File: src/rtl/ring_counter_param_if.sv
// ----------------------------------------------------------------------------
// ring_counter_param_if
// Groups the control and status signals of ring_counter_param.
//   en    count enable (gates the prescaler)
//   dir   0 = rotate left / count up, 1 = rotate right / count down
//   mode  00 one-hot ring, 01 Johnson, 10 binary, 11 Gray
//   load  synchronous load strobe, seed is the value captured
//   cnt   registered counter state
//   wrap  one-cycle pulse: cnt has just stepped to the home state
//   err   one-cycle pulse: an illegal state was replaced by 1
// The master drives the controls; the slave (the counter) drives status.
// There is no handshake: every control is sampled on each rising clock edge.
// ----------------------------------------------------------------------------
interface ring_counter_param_if #(
   parameter int WIDTH = 8
);
   logic             en;
   logic             dir;
   logic [1:0]       mode;
   logic             load;
   logic [WIDTH-1:0] seed;
   logic [WIDTH-1:0] cnt;
   logic             wrap;
   logic             err;

   modport master (
      output en, dir, mode, load, seed,
      input  cnt, wrap, err
   );

   modport slave (
      input  en, dir, mode, load, seed,
      output cnt, wrap, err
   );
endinterface

File: src/rtl/ring_counter_param.sv
// ----------------------------------------------------------------------------
// ring_counter_param
// Multi-mode counter (one-hot ring, Johnson, binary, Gray) with a prescaler
// that divides enabled cycles by DIV, a synchronous seed load and automatic
// replacement of illegal states by 1.
//   clk  sole clock, rising edge
//   rst  asynchronous active-high reset (cnt=1, prescaler=0, wrap=0, err=0)
//   bus  ring_counter_param_if slave: en, dir, mode, load, seed -> cnt, wrap, err
// Edge priority: load > correction > step > hold.
// ----------------------------------------------------------------------------
module ring_counter_param #(
   parameter int WIDTH = 8,
   parameter int DIV   = 1
) (
   input logic                clk,
   input logic                rst,
   ring_counter_param_if.slave bus
);

   typedef enum logic [1:0] {
      MODE_RING    = 2'b00,
      MODE_JOHNSON = 2'b01,
      MODE_BINARY  = 2'b10,
      MODE_GRAY    = 2'b11
   } mode_t;

   localparam int               PW         = (DIV > 1) ? $clog2(DIV) : 1;
   localparam logic [PW-1:0]    PRESC_MAX  = PW'(DIV - 1);
   // Johnson legality only looks at adjacent pairs inside 0..WIDTH-2.
   localparam logic [WIDTH-1:0] PAIR_MASK  = {1'b0, {(WIDTH-1){1'b1}}};
   localparam logic [WIDTH-1:0] ONE        = WIDTH'(1);

   logic [WIDTH-1:0] cnt_q;
   logic [PW-1:0]    presc;
   logic             wrap_q;
   logic             err_q;

   mode_t            mode;
   logic             step;
   logic             legal;
   logic [WIDTH-1:0] cnt_next;
   logic [WIDTH-1:0] home;
   logic [WIDTH-1:0] g2b;
   logic [WIDTH-1:0] bin_next;
   logic [WIDTH-1:0] pairs;

   assign mode = mode_t'(bus.mode);

   always_comb begin
      step     = bus.en && (presc == PRESC_MAX);

      // Gray-to-binary: each binary bit is the XOR of all Gray bits at or above it.
      g2b = '0;
      for (int i = 0; i < WIDTH; i++) begin
         g2b[i] = ^(cnt_q >> i);
      end
      bin_next = bus.dir ? (g2b - ONE) : (g2b + ONE);

      // One bit per adjacent pair that differs.
      pairs    = (cnt_q ^ (cnt_q >> 1)) & PAIR_MASK;

      legal    = 1'b1;
      cnt_next = cnt_q;
      home     = '0;
      case (mode)
         MODE_RING: begin
            legal    = (cnt_q != '0) && ((cnt_q & (cnt_q - ONE)) == '0);
            cnt_next = bus.dir ? {cnt_q[0], cnt_q[WIDTH-1:1]}
                               : {cnt_q[WIDTH-2:0], cnt_q[WIDTH-1]};
            home     = ONE;
         end
         MODE_JOHNSON: begin
            legal    = ((pairs & (pairs - ONE)) == '0);
            cnt_next = bus.dir ? {~cnt_q[0], cnt_q[WIDTH-1:1]}
                               : {cnt_q[WIDTH-2:0], ~cnt_q[WIDTH-1]};
         end
         MODE_BINARY: begin
            cnt_next = bus.dir ? (cnt_q - ONE) : (cnt_q + ONE);
         end
         MODE_GRAY: begin
            cnt_next = bin_next ^ (bin_next >> 1);
         end
         default: begin
            legal    = 1'b1;
         end
      endcase
   end

   always_ff @(posedge clk or posedge rst) begin
      if (rst) begin
         cnt_q  <= ONE;
         presc  <= '0;
         wrap_q <= 1'b0;
         err_q  <= 1'b0;
      end else begin
         wrap_q <= 1'b0;
         err_q  <= 1'b0;
         if (bus.load) begin
            cnt_q <= bus.seed;
            presc <= '0;
         end else begin
            // The prescaler keeps its cadence even when a correction
            // overrides the step it would have produced.
            if (bus.en) begin
               presc <= step ? '0 : (presc + PW'(1));
            end
            if (!legal) begin
               cnt_q <= ONE;
               err_q <= 1'b1;
            end else if (step) begin
               cnt_q  <= cnt_next;
               wrap_q <= (cnt_next == home);
            end
         end
      end
   end

   assign bus.cnt  = cnt_q;
   assign bus.wrap = wrap_q;
   assign bus.err  = err_q;

endmodule
File: src/flat_wrapper.sv
// flat-port wrapper written by rule: the top's interface ports become plain ports
module ring_counter_param_flat 
#(
   parameter int WIDTH = 8,
   parameter int DIV   = 1
)
  (clk, rst, bus_en, bus_dir, bus_mode, bus_load, bus_seed, bus_cnt, bus_wrap, bus_err);
  ring_counter_param_if #(.WIDTH(WIDTH)) bus_i ();
  input logic clk;
  input logic rst;
  input wire logic [$bits(bus_i.en)-1:0] bus_en;
  input wire logic [$bits(bus_i.dir)-1:0] bus_dir;
  input wire logic [$bits(bus_i.mode)-1:0] bus_mode;
  input wire logic [$bits(bus_i.load)-1:0] bus_load;
  input wire logic [$bits(bus_i.seed)-1:0] bus_seed;
  output wire logic [$bits(bus_i.cnt)-1:0] bus_cnt;
  output wire logic [$bits(bus_i.wrap)-1:0] bus_wrap;
  output wire logic [$bits(bus_i.err)-1:0] bus_err;
  assign bus_i.en = bus_en;
  assign bus_i.dir = bus_dir;
  assign bus_i.mode = bus_mode;
  assign bus_i.load = bus_load;
  assign bus_i.seed = bus_seed;
  assign bus_cnt = bus_i.cnt;
  assign bus_wrap = bus_i.wrap;
  assign bus_err = bus_i.err;
  ring_counter_param #(.WIDTH(WIDTH), .DIV(DIV)) u_core (.clk(clk), .rst(rst), .bus(bus_i));
endmodule
File: config.mk
export PLATFORM = sky130hd
export DESIGN_NAME = ring_counter_param_flat
export DESIGN_NICKNAME = d
export VERILOG_FILES = /design/src/rtl/ring_counter_param_if.sv /design/src/rtl/ring_counter_param.sv /design/src/flat_wrapper.sv
export SDC_FILE = /design/constraint.sdc
export NUM_CORES = 1
export LEC_CHECK = 0
export CORE_ASPECT_RATIO = 1.2
export CORE_MARGIN = 2
export CORE_UTILIZATION = 40
export CTS_BUF_LIST = sky130_fd_sc_hd__clkbuf_2
export DETAILED_ROUTE_END_ITERATION = 12
export REMOVE_ABC_BUFFERS = 1
export SLEW_MARGIN = 10
export SYNTH_ARGS = -nofsm -noshare
export SYNTH_HDL_FRONTEND = slang
export SYNTH_SLANG_ARGS = --single-unit
File: constraint.sdc
create_clock -name clk -period 5.2 [get_ports clk]
set_clock_uncertainty 0.2 [all_clocks]
set_input_delay 1.04 -clock clk [delete_from_list [all_inputs] [get_ports clk]]
set_output_delay 1.04 -clock clk [all_outputs]
set_load 0.01 [all_outputs]
After elaboration in Yosys (flattened, before gate mapping)
Index checks and enable logic that the tools add are counted.
Word-level totals
  register bits after elaboration: 11
  bits of input ports: 15
Cells by class
  $add $sub $neg: 6
  equality and inequality tests: 5
  multiplexer cells: 18
  bitwise gates (word level): 7
  reductions and logical operators: 15
Operators with widths (number)
  parity 8 bit: 8
  2-to-1 mux 8 bit: 7
  one-hot mux 8 bit (4 select lines): 1
  adder 8 x 1 -> 8 bit (second input constant): 2
  logical NOT 8 bit: 2
  subtractor 8 x 1 -> 8 bit (second input constant): 2
  2-to-1 mux 1 bit: 9
  AND 7 x 8 -> 8 bit: 1
  AND 8 bit: 1
  equality test 8 bit: 1
  nonzero test 8 bit: 1
  subtractor 7 x 1 -> 8 bit (second input constant): 1
  bitwise XOR 8 x 7 -> 8 bit: 1
  bitwise XOR 7 bit: 1
  equality test 2 bit (second input constant): 2
  inequality test 3 x 2 -> 1 bit (second input constant): 1
  inverter 1 bit: 3
  equality test 2 x 1 -> 1 bit (second input constant): 1
  logical AND 1 bit: 2
  logical NOT 2 bit: 1
  one-hot mux 1 bit (2 select lines): 1
  nonzero test 2 bit: 1
  adder 1 bit (second input constant): 1

Logic depth before layout (Yosys ltp)
Gate-level depths: netlist of the first run.
  depth in word-level cells: 9
  depth in mapped cells: 15
  mapped depth without buffers: 14

Least setup slack after synthesis of the first run
Ideal clock, no wire load.
  path kind: register to register
  from: register u_core.cnt_q[5], in the netlist u_core.bus.cnt[5]
  to: register u_core.wrap_q, in the netlist u_core.bus.wrap
  setup time: 0.095 ns
  arrival: 3.416 ns
  setup slack: 1.489 ns
  stages on the path, launching flop included: 14
  path buffers: 0
  period minus slack after synthesis: 3.711 ns
  cell sequence: dfrtp_1 > inv_1 > ha_1 > xor2_1 > xor2_1 > xor2_1 > ha_1 > nand2_1 > a211oi_1 > or4_4 > a211o_1 > a21boi_1 > o211ai_1 > nor4b_2
Between the ends
  cells in the longest elaborated chain, start to end: 9
  elaborated cells between the ends (all ways): 29
  those cells by class: add/sub (5); eq/ne (1); mux (9); bitwise (4); reduce/logical (10)
RTL lines
  from (decl): RTL line ring_counter_param.sv:33  | logic [WIDTH-1:0] cnt_q;
  from (signal assigned): RTL line ring_counter_param.sv:99  | cnt_q <= bus.seed;
  from (signal assigned): RTL line ring_counter_param.sv:111  | cnt_q <= cnt_next;
  parity 8 bit: RTL line ring_counter_param.sv:55  | g2b[i] = ^(cnt_q >> i);
  adder 8 x 1 -> 8 bit / subtractor 8 x 1 -> 8 bit (equally long branches): RTL line ring_counter_param.sv:57  | bin_next = bus.dir ? (g2b - ONE) : (g2b + ONE);
  2-to-1 mux 8 bit: RTL line ring_counter_param.sv:57
  bitwise XOR 8 x 7 -> 8 bit: RTL line ring_counter_param.sv:81  | cnt_next = bin_next ^ (bin_next >> 1);
  one-hot mux 8 bit (4 select lines): RTL line ring_counter_param.sv:65  | case (mode)
  equality test 8 bit: RTL line ring_counter_param.sv:112  | wrap_q <= (cnt_next == home);
  2-to-1 mux 1 bit: RTL line ring_counter_param.sv:110  | end else if (step) begin
  2-to-1 mux 1 bit *: RTL line ring_counter_param.sv:107  | if (!legal) begin
  2-to-1 mux 1 bit *: RTL line ring_counter_param.sv:98  | if (bus.load) begin
  to (signal assigned): RTL line ring_counter_param.sv:112
  to (decl): RTL line ring_counter_param.sv:35  | logic wrap_q;
Mark *: on every way between the ends. The rest lies on a longest branch, timed or not.
A chain may end at the register's enable or synchronous reset.

Worst setup path in the final report of the first run
  from: register u_core.cnt_q[4], in the netlist u_core.bus.cnt[4]
  to: register u_core.wrap_q, in the netlist u_core.bus.wrap
Same word-level chain as after synthesis.

==> out/results.ini, run 1 <==
[clocking]
cts_made_buffers=3
clkTransAtPathRegs_ns=0.13
cts_tree=done
cts.sinks=11
cts.path.max_buffers=2
cts_setup_buffers=0
cts_resized=0
cts_hold_buf=0
clk_latency_ns=0.31
root_buffer=clkbuf_2
htreeDepth=1

[sta]
max_freq_mhz=243
drv_slew=0
tightestPinTransition_ns=0.829
slew_headroom=0.446
fin_crit_ns=4.12
finalSetupViolCount=0
grt_setup_unrepaired=false
hold_violations=0
timing.final.crit_share=0.792
timing.hold.ws_ns=0.361
tns_ns=0

[hold_path]
min_from=u_core.presc$_DFFE_PP0P_
hold_class=flop to flop

[finish]
diodes=0
final_nets=340
area_delta_synth_final_pct=13.6
ff_latch_area_um2=277
nFillCells=542
drive_above_1_share=0.0782
multiInputGateArea_um2=1770

[critical_path]
slowest_delay_ns=0.62
crit_arrival_ns=4.15
cp.required_ns=5.23
worstSetupPathType=flop to flop
path_delay_family=compound AO/OA/AOI/OAI gates
path_cells=inv_1, ha_1, xnor2_2, inv_2, ha_1, o211ai_1, or2_1, a2111oi_2, o211ai_1, a221oi_1, a21oi_1, nor4b_2
cpMaxStageDelayCell=dfrtp_1
crit_path_start_kind=flop
worstSetupEndpointType=flop
startpoint=u_core.bus.cnt[4]$_DFFE_PP0P_
rr_startpoint=u_core.bus.cnt[4]$_DFFE_PP0P_
crit_buf_inv=2
crit_fanout=9

[global_route]
grt_antenna_before_repair=0
grt_overflow=0
grt_pass1_wl_mm=10.2
grt_max_degree=24
grt_usage=0.210
grt_pass1_vias=2034

[synth]
seq_area_frac_synth=0.127
synth_top_area_frac=0.167
synth_cells=277
yosys_warnings=0
synth_cell_type_count=62
syn_area_um2=2170
synth-async-reset-ratio=1.00
synth-edff-count=0
yosysTopAreaCell=ha_1
synth_seq_cells=11
syn_area_per_cell_um2=7.83
ys.flop_type=dfrtp_1
ys_top_cells_by_area=ha_1, dfrtp_1, nand2_1, xnor2_1, xor2_1

[placed_design]
dp_hpwl_mm=4.83
portBuffers=24
place_congestion=0.812

[run]
cap_violations=0

[floorplan]
chipWidth_um=71.2
rows=29
die_h_um=84.7
core_area_um2=5260
ios=25
die_area_um2=6030
initial_core_util=0.412

[detailed_routing]
drtPass1Iterations=4
vias_per_cell=5.84
drtIter0Drc=100
drt_wl_total_mm=6.11
postRouteAntennaNets=0
drc=0
num_vias=2078
drt-wirelength-per-cell_um=17.2

[run_status]
status=finished clean

-- layout make-up --
cell class / instances / area share
sequential: 11 / 0.112
tap: 62 / 0.0315
inverter: 14 / 0.0213
clock inverter: 1 / 0.00203
multi-input combinational: 237 / 0.717
clock buffer: 3 / 0.00609
timing repair buffer: 28 / 0.110
-- final timing paths --
path | to | slack, ns | depth (start not counted)
max in group asynchronous | u_core.bus.cnt[0]$_DFFE_PP1P_ | 3.65 | 2
worst max-delay path | u_core.bus.wrap$_DFF_PP0_ | 1.08 | 12
worst min-delay path | u_core.presc$_DFFE_PP0P_ | 0.36 | 1
min in group asynchronous | u_core.bus.cnt[4]$_DFFE_PP0P_ | 0.80 | 2
worst max register to register | u_core.bus.wrap$_DFF_PP0_ | 1.08 | 12
worst min register to register | u_core.presc$_DFFE_PP0P_ | 0.36 | 1
-- cell usage after synthesis, types with 2 or more instances --
cell / count
nand3_1: 4
o22ai_1: 6
o21ai_0: 15
nor2b_1: 3
o221ai_1: 2
clkbuf_1: 8
and3_1: 3
o2bb2ai_1: 2
nand4_1: 4
a211o_1: 3
and2_1: 5
a31oi_1: 3
xnor2_1: 11
mux2i_1: 9
a21oi_1: 13
dfrtp_1: 10
nor4_1: 4
nor2_1: 20
xor2_1: 11
a211oi_1: 6
inv_1: 13
nand2b_1: 6
o211ai_1: 5
ha_1: 29
buf_2: 5
or4_1: 2
nor3_1: 7
nand2_1: 32
a21o_1: 3
-- metrics by stage --
step	std cells	area [µm²]	setup slack (ns)	util
2_1_floorplan	262	2100	1.49	-
3_3_place_gp	352	2440	0.792	0.464
3_5_place_dp	352	2440	0.800	0.464
4_1_cts	356	2460	1.10	0.468
5_1_grt	356	2460	0.827	0.468
6_report	356	2460	1.08	0.468
-- layout by cell type, fill, tap and decap left out, types with 5 or more instances in the layout --
cell type and instances:
ha_1 29, nor3_1 7, nand2b_1 6, o22ai_1 6, mux2i_1 9, and2_1 5, nand2_1 32, clkdlybuf4s50_1 24
xnor2_1 11, o21ai_0 15, xor2_1 11, dfrtp_1 10, a21oi_1 13, inv_1 13, a211oi_1 6, nor2_1 20
o211ai_1 5
-- state kept, by name, indices dropped and copies added, names as in the netlist --
signal and cells:
u_core.presc 1, u_core.bus.err 1, u_core.bus.wrap 1, u_core.bus.cnt 8
-- metal layers --
metal	vias up	routed length, µm	global-route usage
met5	-	0	0
met4	0	114	0.0617
met3	11	207	0.0108
met2	49	3100	0.374
met1	978	2680	0.272
li1	1040	-	-
-- cell families after synthesis --
group	Yosys count	synth area share
AO/OA/AOI/OAI	73	0.246
flip-flops	11	0.127
multiplexers	10	0.0467
adder cells (fa/ha/maj)	31	0.181
XOR/XNOR	25	0.114
buffers and inverters	29	0.0582
AND/OR/NAND/NOR	98	0.227
Power of run 1 is left out: the tool's default activity adds up to more than one toggle a clock period on the data nets, which glitch-free logic cannot reach.
==> run 2, diff against run 1 <==
==> constraint.sdc (replaced) <==
create_clock -name clk -period 3.85 [get_ports clk]
set_clock_uncertainty 0.2 [all_clocks]
set_input_delay 0.77 -clock clk [delete_from_list [all_inputs] [get_ports clk]]
set_output_delay 0.77 -clock clk [all_outputs]
set_load 0.01 [all_outputs]
==> run 2 against run 1 <==
Via count up 4.3%. Core utilization up 3.7 points. Die area unchanged. Flip-flop and latch count unchanged. Register-to-register slack worse by 0.85 ns. Setup slack worse by 0.85 ns. Global-route usage up 0.97 points. Routed wire length up 4.8%. Maximum frequency up 14%.
==> out/results.ini, run 2 (synthesis gave the netlist of run 1 again) <==
[run_status]
status=finished clean

[critical_path]
slowest_delay_ns=0.40  ; -0.22 ns
worstSetupEndpointType=flop
cpMaxStageDelayCell=dfrtp_1
crit_buf_inv=3  ; +1
crit_arrival_ns=3.63  ; -0.52 ns
crit_fanout=5  ; -4
path_cells=inv_1, buf_4, ha_1, xnor2_2, buf_4, xnor2_1, ha_1, a21oi_1, nor4_1, a2111oi_2, o211ai_1, a221oi_1, a21oi_1, nor4b_2
path_delay_family=compound AO/OA/AOI/OAI gates
crit_path_start_kind=flop
cp.required_ns=3.86  ; -1.37 ns
worstSetupPathType=flop to flop

[clocking]
cts.sinks=11  ; unchanged
htreeDepth=1  ; unchanged
root_buffer=clkbuf_2
cts.path.max_buffers=2  ; unchanged
cts_hold_buf=0  ; unchanged
cts_made_buffers=3  ; unchanged
cts_tree=done
clkTransAtPathRegs_ns=0.13  ; about the same
clk_latency_ns=0.29  ; -0.02 ns

[detailed_routing]
vias_per_cell=5.72  ; -2.0%
topRoutingLayerUsed=met4
drt-wirelength-per-cell_um=16.9  ; -1.5%
wl_met1_mm=2.84  ; +5.7%
drc=0  ; unchanged
wl_met3_um=213  ; +2.9%
drtIter0Drc=129  ; +29%
postRouteAntennaNets=0  ; unchanged
drtPass1Iterations=4  ; unchanged
drt_wl_total_mm=6.40  ; +4.8%
num_vias=2167  ; +4.3%
wl_met2_mm=3.17  ; +2.2%

[placed_design]
dp_hpwl_mm=5.16  ; +6.8%
place_congestion=0.923  ; +14%
dp.cells=374  ; +6.3%
portBuffers=24  ; unchanged

[run]
cap_violations=0  ; unchanged

[sta]
timing.final.crit_share=0.940  ; +0.148
fin_crit_ns=3.62  ; -0.500 ns
slew_headroom=0.643  ; +0.197
max_freq_mhz=276  ; +14%
tightestPinTransition_ns=0.534  ; -0.294 ns
finalSetupViolCount=0  ; unchanged
drv_slew=0  ; unchanged
hold_violations=0  ; unchanged
grt_setup_unrepaired=false
tns_ns=0  ; unchanged

[global_route]
grt_usage=0.220  ; +0.00969
grt_antenna_before_repair=0  ; unchanged
grt_pass1_vias=2103  ; +3.4%
grt_overflow=0  ; unchanged
grt_pass1_wl_mm=10.6  ; +4.5%
grt_max_degree=23  ; -4.2%

[floorplan]
die_h_um=84.7  ; unchanged
chipWidth_um=71.2  ; unchanged
ios=25  ; unchanged
core_area_um2=5260  ; unchanged
die_area_um2=6030  ; unchanged
rows=29  ; unchanged
initial_core_util=0.412  ; unchanged

[finish]
area_delta_synth_final_pct=22.5
diodes=0  ; unchanged
nFillCells=510  ; -5.9%
ff_latch_area_um2=277  ; unchanged
final_common_cell=nand2_1
multiInputGateArea_um2=1790  ; +1.3%
largest_register_ff_count=8  ; unchanged
layout.cells.non_filler=379  ; +6.5%
final_cell_mix=nand2_1, ha_1, buf_4
drive_above_1_share=0.155  ; +0.0763
final_nets=363  ; +6.8%

[hold_path]
hold_class=flop to flop

run 2: cell count changes in the layout (fill, tap and decap cells not counted), sizes merged:
| cell | previous run | this run |
|---|---|---|
| buf | 4 | 27 |
| clkbuf | 3 | 4 |
| clkinv | 1 | 0 |
run 2: final timing paths:
check / start / endpoint / slack, ns / depth (start not counted)
setup / recovery: u_core.bus.cnt[5]$_DFFE_PP0P_ / u_core.bus.wrap$_DFF_PP0_ / 0.23 / 14
hold / removal: u_core.presc$_DFFE_PP0P_ / u_core.presc$_DFFE_PP0P_ / 0.37 / 1
setup reg to reg: u_core.bus.cnt[5]$_DFFE_PP0P_ / u_core.bus.wrap$_DFF_PP0_ / 0.23 / 14
hold reg to reg: u_core.presc$_DFFE_PP0P_ / u_core.presc$_DFFE_PP0P_ / 0.37 / 1
max in group asynchronous: rst / u_core.bus.cnt[0]$_DFFE_PP1P_ / 2.52 / 2
min in group asynchronous: rst / u_core.bus.cnt[2]$_DFFE_PP0P_ / 0.58 / 2
run 2: metal layers:
layer,vias up,global-route usage
li1,1083,-
met1,1014,0.287
met2,55,0.387
met3,15,0.0120
met4,0,0.0635
met5,-,0
run 2: cell type report:
cell class / count / area share
Inverter: 14 / 0.0198
Clock buffer: 4 / 0.00753
Timing Repair Buffer: 51 / 0.167
Multi-Input combinational cell: 237 / 0.673
Tap cell: 62 / 0.0292
Sequential cell: 11 / 0.104
run 2: worst reg2reg max path: stages (launching register included):
cell and delay [ns]:
dfrtp_1 0.40, inv_1 0.12, buf_4 0.15, ha_1 0.28
xnor2_2 0.17, buf_4 0.16, xnor2_1 0.12, ha_1 0.34
a21oi_1 0.22, nor4_1 0.08, a2111oi_2 0.34, o211ai_1 0.20
a221oi_1 0.37, a21oi_1 0.12, nor4b_2 0.27
run 2: through the flow:
stage	hold slack [ns]	instance area [µm²]	worst slack (ns)	utilization
final	0.372	2660	0.230	0.505
after global routing	0.399	2660	0.00716	0.505
after CTS	0.372	2630	0.151	0.500
after detailed placement	0.355	2610	0.00691	0.496
after global placement	0.343	2610	0.0863	0.496
after floorplan	0.327	2100	0.139	-
run 2: repair_timing:
item                                    4_1_cts  5_1_grt
endpoints found under the setup margin        0        3
buffers inserted                              0        1
gates resized for setup                       0        3
Power of run 2 is left out for the same reason.
==> run 3, diff against run 2 <==
--- a/config.mk
+++ b/config.mk
@@ -5,11 +5,11 @@
 export SDC_FILE = /design/constraint.sdc
 export NUM_CORES = 1
 export LEC_CHECK = 0
-export CORE_ASPECT_RATIO = 1.2
 export CORE_MARGIN = 2
 export CORE_UTILIZATION = 40
 export CTS_BUF_LIST = sky130_fd_sc_hd__clkbuf_2
 export DETAILED_ROUTE_END_ITERATION = 12
+export MAX_ROUTING_LAYER = met4
 export REMOVE_ABC_BUFFERS = 1
 export SLEW_MARGIN = 10
 export SYNTH_ARGS = -nofsm -noshare
==> run 3 against run 2 <==
Maximum frequency shrank 1.0%. Global-route usage shrank 0.49 points. Flip-flop and latch count is the same. Non-clock buffer count shrank 2. Cell count grew 1.6%. Register-to-register slack lost 0.04 ns. Via count grew 0.65%. Die area is essentially flat. Critical path type unchanged. Critical endpoint unchanged.
==> out/results.ini, run 3 (synthesis gave the netlist of run 1 again) <==
[clocking]
clkTransAtPathRegs_ns=0.13  ; about the same
htreeDepth=1  ; unchanged
cts_made_buffers=3  ; unchanged
root_buffer=clkbuf_2
cts_tree=done
cts.sinks=11  ; unchanged
clk_latency_ns=0.27  ; -0.02 ns
cts.path.max_buffers=2  ; unchanged
cts_hold_buf=0  ; unchanged

[run_status]
status=finished clean

[finish]
final_common_cell=nand2_1
diodes=0  ; unchanged
ff_latch_area_um2=278  ; +0.45%
multiInputGateArea_um2=1840  ; +2.6%
drive_above_1_share=0.178  ; +0.0232
largest_register_ff_count=8  ; unchanged
final_nets=361  ; -0.55%
final_util=0.522  ; +0.0169
nFillCells=500  ; -2.0%
area_delta_synth_final_pct=24.5
final_cell_mix=nand2_1, ha_1, buf_4

[sta]
tns_ns=0  ; unchanged
hold_violations=0  ; unchanged
max_freq_mhz=273  ; -1.0%
timing.hold.ws_ns=0.359  ; -0.0131 ns
drv_slew=0  ; unchanged
finalSetupViolCount=0  ; unchanged
finalWorstSetupSlack_ns=0.193  ; -0.0378 ns
fin_crit_ns=3.66  ; +0.0378 ns
timing.final.crit_share=0.950  ; +0.00981
slew_headroom=0.623  ; -0.0194
tightestPinTransition_ns=0.564  ; +0.0291 ns

[run]
cap_violations=0  ; unchanged

[global_route]
grt_overflow=0  ; unchanged
grt_usage=0.215  ; -0.00494
grt_antenna_before_repair=0  ; unchanged
grt_pass1_vias=2073  ; -1.4%
grt_pass1_wl_mm=10.2  ; -4.3%
grt_max_degree=15  ; -35%

[floorplan]
die_area_um2=6030  ; about the same
ios=25  ; unchanged
chipWidth_um=77.6  ; +9.0%
rows=26  ; -10%
die_h_um=77.6  ; -8.3%
core_area_um2=5170  ; -1.7%
initial_core_util=0.419  ; +0.00708

[placed_design]
place_congestion=0.893  ; -3.3%
post-place-ws_ns=-0.0611  ; -0.0680 ns
dp_hpwl_mm=4.91  ; -4.9%
portBuffers=24  ; unchanged

[critical_path]
cp.required_ns=3.82  ; -0.04 ns
crit_path_start_kind=flop
crit_arrival_ns=3.63  ; about the same
worstSetupPathType=flop to flop
crit_fanout=5  ; unchanged
worstSetupEndpointType=flop

[detailed_routing]
drt-wirelength-per-cell_um=16.1  ; -4.6%
drt_wl_total_mm=6.20  ; -3.1%
postRouteAntennaNets=0  ; unchanged
drtIter0Drc=183  ; +42%
vias_per_cell=5.66  ; -0.92%
drtPass1Iterations=5  ; +1
drc=0  ; unchanged
num_vias=2181  ; +0.65%

[hold_path]
hold_class=flop to flop

==> run 3: cell type report <==
cell class	instances	area share
Tap cell	70	0.0324
Timing Repair Buffer	49	0.158
Multi-Input combinational cell	237	0.679
Inverter	14	0.0195
Clock buffer	4	0.00741
Sequential cell	11	0.103
==> run 3: per-stage QoR <==
stage | instance area (µm²) | instances
floorplan | 2100 | 262
global placement | 2600 | 379
detailed placement | 2600 | 379
CTS | 2620 | 383
global route | 2700 | 385
finish | 2700 | 385
==> run 3: layer usage <==
| metal | track usage | part of all wire | vias up |
|---|---|---|---|
| met2 | 0.326 | 0.43 | 92 |
| met3 | 0.0291 | 0.050 | 4 |
| met4 | 0.0339 | 0.0058 | 0 |
| met5 | - | 0 | - |
| li1 | - | - | 1076 |
| met1 | 0.310 | 0.51 | 1009 |
==> run 3: final timing paths <==
| kind | startpoint | end | slack (ns) | cells past startpoint |
|---|---|---|---|---|
| worst max-delay path | u_core.bus.cnt[5]$_DFFE_PP0P_ | u_core.bus.wrap$_DFF_PP0_ | 0.19 | 13 |
| min in group asynchronous | rst | u_core.bus.cnt[1]$_DFFE_PP0P_ | 0.60 | 2 |
| worst max register to register | u_core.bus.cnt[5]$_DFFE_PP0P_ | u_core.bus.wrap$_DFF_PP0_ | 0.19 | 13 |
| max in group asynchronous | rst | u_core.bus.cnt[7]$_DFFE_PP0P_ | 2.49 | 2 |
| worst min register to register | u_core.presc$_DFFE_PP0P_ | u_core.presc$_DFFE_PP0P_ | 0.36 | 1 |
| worst min-delay path | u_core.presc$_DFFE_PP0P_ | u_core.presc$_DFFE_PP0P_ | 0.36 | 1 |
==> run 3: critical path, cell delays in order, from the launching register on <==
cell,delay (ns)
dfrtp_1,0.41
inv_2,0.10
buf_4,0.14
ha_2,0.32
xnor2_4,0.27
xnor2_1,0.11
ha_1,0.38
nand2_2,0.12
a211oi_1,0.06
or4_4,0.53
a211o_1,0.31
a21boi_1,0.17
o211ai_1,0.13
nor4b_2,0.30
==> run 3: timing repair <==
action,4_1_cts,5_1_grt
endpoints found under the setup margin,0,4
gates resized for setup,0,13
buffers inserted,0,2
Power of run 3 is left out for the same reason.
==> RTL change 1 (settings of run 3) <==
`WIDTH` is set to 8 in 3 places; all go to 12.
--- a/src/rtl/ring_counter_param_if.sv
+++ b/src/rtl/ring_counter_param_if.sv
@@ -13,5 +13,5 @@
 // ----------------------------------------------------------------------------
 interface ring_counter_param_if #(
-   parameter int WIDTH = 8
+   parameter int WIDTH = 12
 );
    logic             en;
--- a/src/rtl/ring_counter_param.sv
+++ b/src/rtl/ring_counter_param.sv
@@ -10,5 +10,5 @@
 // ----------------------------------------------------------------------------
 module ring_counter_param #(
-   parameter int WIDTH = 8,
+   parameter int WIDTH = 12,
    parameter int DIV   = 1
 ) (
--- a/src/flat_wrapper.sv
+++ b/src/flat_wrapper.sv
@@ -2,5 +2,5 @@
 module ring_counter_param_flat 
 #(
-   parameter int WIDTH = 8,
+   parameter int WIDTH = 12,
    parameter int DIV   = 1
 )
Ports: changed (resized bus_cnt and bus_seed); port bits go from 25 to 33. No check against the original RTL was run, so the function may have changed too.
==> RTL change 1 against run 3 <==
  * The run now ends with setup timing left
  * First-iteration DRC count increased by 14%
  * Setup slack got worse by 0.98 ns
  * Synthesized area increased by 34%
  * Cell area increased by 66%
  * Critical path depth increased by 4
  * Routed wire length increased by 68%
  * Sequential cell count increased by 4
  * Hold slack improved by 0.0079 ns
  * Sequential share of layout area decreased by 1.9 points
  * Non-clock buffer count increased by 96
  * Critical endpoint unchanged
  * Largest cell class unchanged
==> RTL change 1: results (changes against run 3) <==
Run status:
- Result of the run: finished, violations left (was finished clean).
- The final reports fail on setup timing.

Timing:
- The slack of the critical path is -0.791 ns (was 0.193 ns).
- The actual transition at the worst max-transition pin is 0.739 ns (was 0.564 ns).
- The final count of negative-setup-slack endpoints is 11 (was 0).
- The worst hold slack is 0.367 ns (was 0.359 ns).

Global routing:
- The global-route track usage on met1 is 36.6% (was 31.0%).
- The met2 routing resource usage after global routing is 43.7% (was 32.6%).
- The met3 global-route usage is 2.22% (was 2.91%).
- The largest net degree at the start of global routing is 43 (was 15).

Detailed routing:
- The amount of wire on met3 after detailed routing is 590 µm (was 312 µm).
- The met1 wire length is 4490 µm (was 3170 µm).

Cells and area:
- The count of fill cells added during filler insertion came to 622 (was 500).
- The flip-flop count of the largest register, all copies and words added came to 12 (was 8).
- The fraction of layout instances using a drive strength above 1 is 36.4% (was 17.8%).
- The buffer count excluding the clock tree in the final layout is 145 (was 49).
- The number of non-clock inverters in the layout is 23 (was 14).

Logic synthesis:
- The synthesis-stage register bit count is 15 (was 11).
- The portion of the post-synthesis area used by sequential elements is 12.9% (was 12.7%).

Worst setup path:
- The largest stage delay on the critical path is 0.42 ns (was 0.53 ns).
- The critical register-to-register path startpoint is u_core.bus.cnt[9] (was u_core.bus.cnt[5]).
- The cell with the biggest individual delay on the critical path is sky130_fd_sc_hd__dfrtp_1 (was sky130_fd_sc_hd__or4_4).

Floorplan:
- The number of placement rows was 31 (was 26).

Placement:
- The cell area after placement was 0.00397 mm² (was 0.00260 mm²).
- The setup slack after placement was -0.963 ns (was -0.0611 ns).
- The cell total after placement is 561 (was 379).

Clocking:
- The post-cts gate resize count is 46 (was 0).
- The clock transition time at the flip-flop clock pins of the worst setup and hold paths is 0.15 ns (was 0.13 ns).
- The number of buffers inserted to repair setup after CTS came to 20 (was 0).
[RTL change 1: cell types whose count changed in the layout (fill, tap and decap cells not counted), moves of 7 or more]
| cell | before | now |
|---|---|---|
| sky130_fd_sc_hd__buf_4 | 25 | 103 |
| sky130_fd_sc_hd__ha_1 | 27 | 41 |
| sky130_fd_sc_hd__buf_6 | 0 | 10 |
| sky130_fd_sc_hd__nand2_1 | 31 | 41 |
| sky130_fd_sc_hd__xnor2_1 | 10 | 18 |
| sky130_fd_sc_hd__clkdlybuf4s50_1 | 24 | 31 |
| sky130_fd_sc_hd__inv_1 | 12 | 19 |
[RTL change 1: worst max-delay path, delay by kind of cell (launching register included)]
| family | cells | cell delay, ns |
|---|---|---|
| buffers and inverters | 2 | 0.27 |
| AND/OR/NAND/NOR | 2 | 0.73 |
| flip-flops | 1 | 0.42 |
| XOR/XNOR | 6 | 1.16 |
| adder cells (fa/ha/maj) | 2 | 0.60 |
| AO/OA/AOI/OAI | 5 | 1.16 |
[RTL change 1: cells by family after synthesis]
family | share of synthesized area [%]
and+or+nand+nor | 18.0
AOI/OAI and AO/OA | 23.5
adders and majority gates | 20.6
buffers and inverters | 5.76
xor gates and xnor gates | 16.0
DFF | 12.9
muxes | 3.18
[RTL change 1: worst max path at each step]
stage | start | to | slack (ns) | cells after the start
after global routing | u_core.bus.cnt[9] | u_core.bus.wrap | -0.96 | 17
after global placement | u_core.bus.cnt[9] | u_core.bus.cnt[10] | -0.87 | 17
after CTS | u_core.bus.cnt[9] | u_core.bus.wrap | -0.54 | 17
after floorplan | u_core.bus.cnt[9] | u_core.bus.cnt[10] | -0.91 | 17
final | u_core.bus.cnt[9] | u_core.bus.wrap | -0.79 | 17
after detailed placement | u_core.bus.cnt[9] | u_core.bus.cnt[10] | -0.96 | 17
==> RTL change 2 (settings of run 3) <==
Without the edit above. Remove the case item `MODE_BINARY` of the case on `mode`.
--- a/src/rtl/ring_counter_param.sv
+++ b/src/rtl/ring_counter_param.sv
@@ -75,7 +75,4 @@
                                : {cnt_q[WIDTH-2:0], ~cnt_q[WIDTH-1]};
          end
-         MODE_BINARY: begin
-            cnt_next = bus.dir ? (cnt_q - ONE) : (cnt_q + ONE);
-         end
          MODE_GRAY: begin
             cnt_next = bin_next ^ (bin_next >> 1);
Behaviour: not the same (Yosys sat finds a counterexample within 4 cycles, from zero or initial values and one cycle with rst high).
==> RTL change 2 against run 3 <==
  * Cell area is 18% lower
  * Sequential share of layout area is 2.2 points higher
  * Routed wire length is 16% lower
  * Setup slack better by 0.0075 ns
  * Via count is 16% lower
  * First-iteration DRC count is 7.1% higher
  * Synthesized area is 22% lower
  * Maximum frequency is 0.20% higher
  * Sequential cell count stayed put
  * Largest cell class unchanged
==> RTL change 2: results (changes against run 3) <==
Detailed routing:
- The count of TritonRoute iterations in the first routing pass is 4 (was 5).
- The number of vias per cell came to 5.78 (was 5.66).
- The average routed wire per standard cell came to 16.3 µm (was 16.1 µm).
- The first-iteration detailed-routing DRC count was 196 (was 183).

Clocking:
- The insertion delay to the later sink of the worst-skew pair is 0.29 ns (was 0.27 ns).
- The deepest level of the CTS H-tree was 1 (unchanged).
- The clock transition time at the flip-flop clock pins of the worst setup and hold paths came to 0.15 ns (was 0.13 ns).

Logic synthesis:
- The number of distinct standard cells referenced by the synthesized netlist came to 53 (was 62).
- Ranking of synthesized cells by area: sky130_fd_sc_hd__dfrtp_1 (15%), sky130_fd_sc_hd__ha_1 (13%), sky130_fd_sc_hd__o21ai_0 (5.0%), sky130_fd_sc_hd__nor2_1 (4.7%), sky130_fd_sc_hd__inv_1 (4.2%) (was sky130_fd_sc_hd__ha_1 (17%), sky130_fd_sc_hd__dfrtp_1 (12%), sky130_fd_sc_hd__nand2_1 (5.5%), sky130_fd_sc_hd__xnor2_1 (4.4%), sky130_fd_sc_hd__xor2_1 (4.4%)).
- The synthesized area per cell came to 7.52 µm² (was 7.83 µm²).
- Synth top cells by count: sky130_fd_sc_hd__nor2_1 (21), sky130_fd_sc_hd__inv_1 (19), sky130_fd_sc_hd__ha_1 (18) (was sky130_fd_sc_hd__nand2_1 (32), sky130_fd_sc_hd__ha_1 (29), sky130_fd_sc_hd__nor2_1 (20)).

Placement:
- The routability congestion estimate was 0.924 (was 0.893).
- The HPWL after detailed placement is 4010 µm (was 4910 µm).
- The setup slack after placement is 0.0266 ns (was -0.0611 ns).
- The cell area after placement was 0.00211 mm² (was 0.00260 mm²).

Global routing:
- The largest net degree at the start of global routing is 25 (was 15).
- The global-route wire length before repair is 8440 µm (was 10,200 µm).
- The via count of the first global-routing pass was 1,718 (was 2,073).
- The combined global-route utilization of all metal layers is 21.9% (was 21.5%).

Worst setup path:
- The cell depth of the worst flop-to-flop path is 14 (was 13).
- The arrival time of data at the critical path endpoint is 3.64 ns (was 3.63 ns).
- The cell with the biggest individual delay on the critical path is sky130_fd_sc_hd__dfrtp_1 (was sky130_fd_sc_hd__or4_4).
- The critical register-to-register path startpoint was u_core.bus.cnt[5] (unchanged).
- The largest stage delay on the critical path was 0.40 ns (was 0.53 ns).
- The category of cells accounting for the largest share of critical-path delay was compound AO/OA/AOI/OAI gates (was simple AND/OR/NAND/NOR gates).
- The top fanout value on the critical path is 4 (was 5).

Cells and area:
- The fraction of layout instances using a drive strength above 1 is 17.9% (was 17.8%).
- The count of placed standard cells in the final layout, fillers left out was 318 (was 385).
- The relative area change from synthesis to final layout is 31.0% (was 24.5%).
- The count of fill cells added during filler insertion is 397 (was 500).
- The number of nets in the layout is 303 (was 361).

Timing:
- The peak clock frequency supported by timing is 274 MHz (was 273 MHz).
- The tightest slew margin relative to the limit is 33.7% (was 62.3%).
- The worst hold slack is 0.361 ns (was 0.359 ns).

Run status:
- Result of the run: finished clean (unchanged).
==> RTL change 2: cell types whose count changed in the layout (fill, tap and decap cells not counted), moves of 3 or more <==
cell,change
sky130_fd_sc_hd__o22ai_1,-4
sky130_fd_sc_hd__xor2_1,-4
sky130_fd_sc_hd__a211o_1,-3
sky130_fd_sc_hd__xnor2_1,-4
sky130_fd_sc_hd__mux2i_1,-7
sky130_fd_sc_hd__nor3_1,+4
sky130_fd_sc_hd__nand2_1,-17
sky130_fd_sc_hd__and2_1,-5
sky130_fd_sc_hd__ha_1,-12
sky130_fd_sc_hd__inv_1,+6
==> RTL change 2: area by class of cell <==
cell class	count	area share (%)
repair buffers	49	19.3
clock inverters	1	0.226
flip-flops and latches	11	12.5
clock buffers	3	0.678
well taps	50	2.82
multi-input cells	185	61.3
inverters	19	3.22
==> RTL change 2: worst reg2reg max path, cell delays in order (launching register included) <==
cell and delay (ns):
sky130_fd_sc_hd__dfrtp_1 0.40, sky130_fd_sc_hd__inv_2 0.07, sky130_fd_sc_hd__buf_4 0.15, sky130_fd_sc_hd__ha_1 0.31, sky130_fd_sc_hd__xnor3_2 0.40, sky130_fd_sc_hd__xnor2_2 0.18
sky130_fd_sc_hd__fa_2 0.37, sky130_fd_sc_hd__a21o_1 0.17, sky130_fd_sc_hd__a21oi_2 0.18, sky130_fd_sc_hd__buf_4 0.14, sky130_fd_sc_hd__xnor2_1 0.07, sky130_fd_sc_hd__or2_2 0.30
sky130_fd_sc_hd__mux2i_2 0.19, sky130_fd_sc_hd__o211ai_1 0.13, sky130_fd_sc_hd__a2111oi_2 0.30
==> RTL change 2: routing by layer <==
metal | vias to the layer above | part of all wire [%] | GRT usage [%]
li1 | 917 | - | -
met1 | 863 | 50 | 32.3
met2 | 53 | 44 | 32.7
met3 | 6 | 4.6 | 2.63
met4 | 0 | 1.2 | 3.27
met5 | - | 0 | -
==> RTL change 2: cells by family (layout without fill, tap and decap cells) <==
kind of cell,count (synthesis),count (layout),share of synthesized area (%)
simple gates,76,76,22.6
buf+inv,29,72,6.44
flops,11,11,16.3
compound gates,73,73,29.8
xor+xnor,14,14,8.58
mux,3,3,1.78
fa+ha+maj,19,19,14.5
==> RTL change 2: power by group through the flow <==
stage	sequential, W	combinational [W]	clock [W]
finish	0.000136	0.00108	0.0000699
global route	0.000137	0.00119	0.0000789
CTS	0.000136	0.000977	0.0000716
detailed placement	0.000138	0.000971	0
global placement	0.000138	0.000969	0
floorplan	0.000147	0.000675	0
==> RTL change 2: what timing repair did <==
action	in CTS	in global routing
buffers inserted	0	5
setup endpoints to repair	0	6
gates resized for setup	0	11
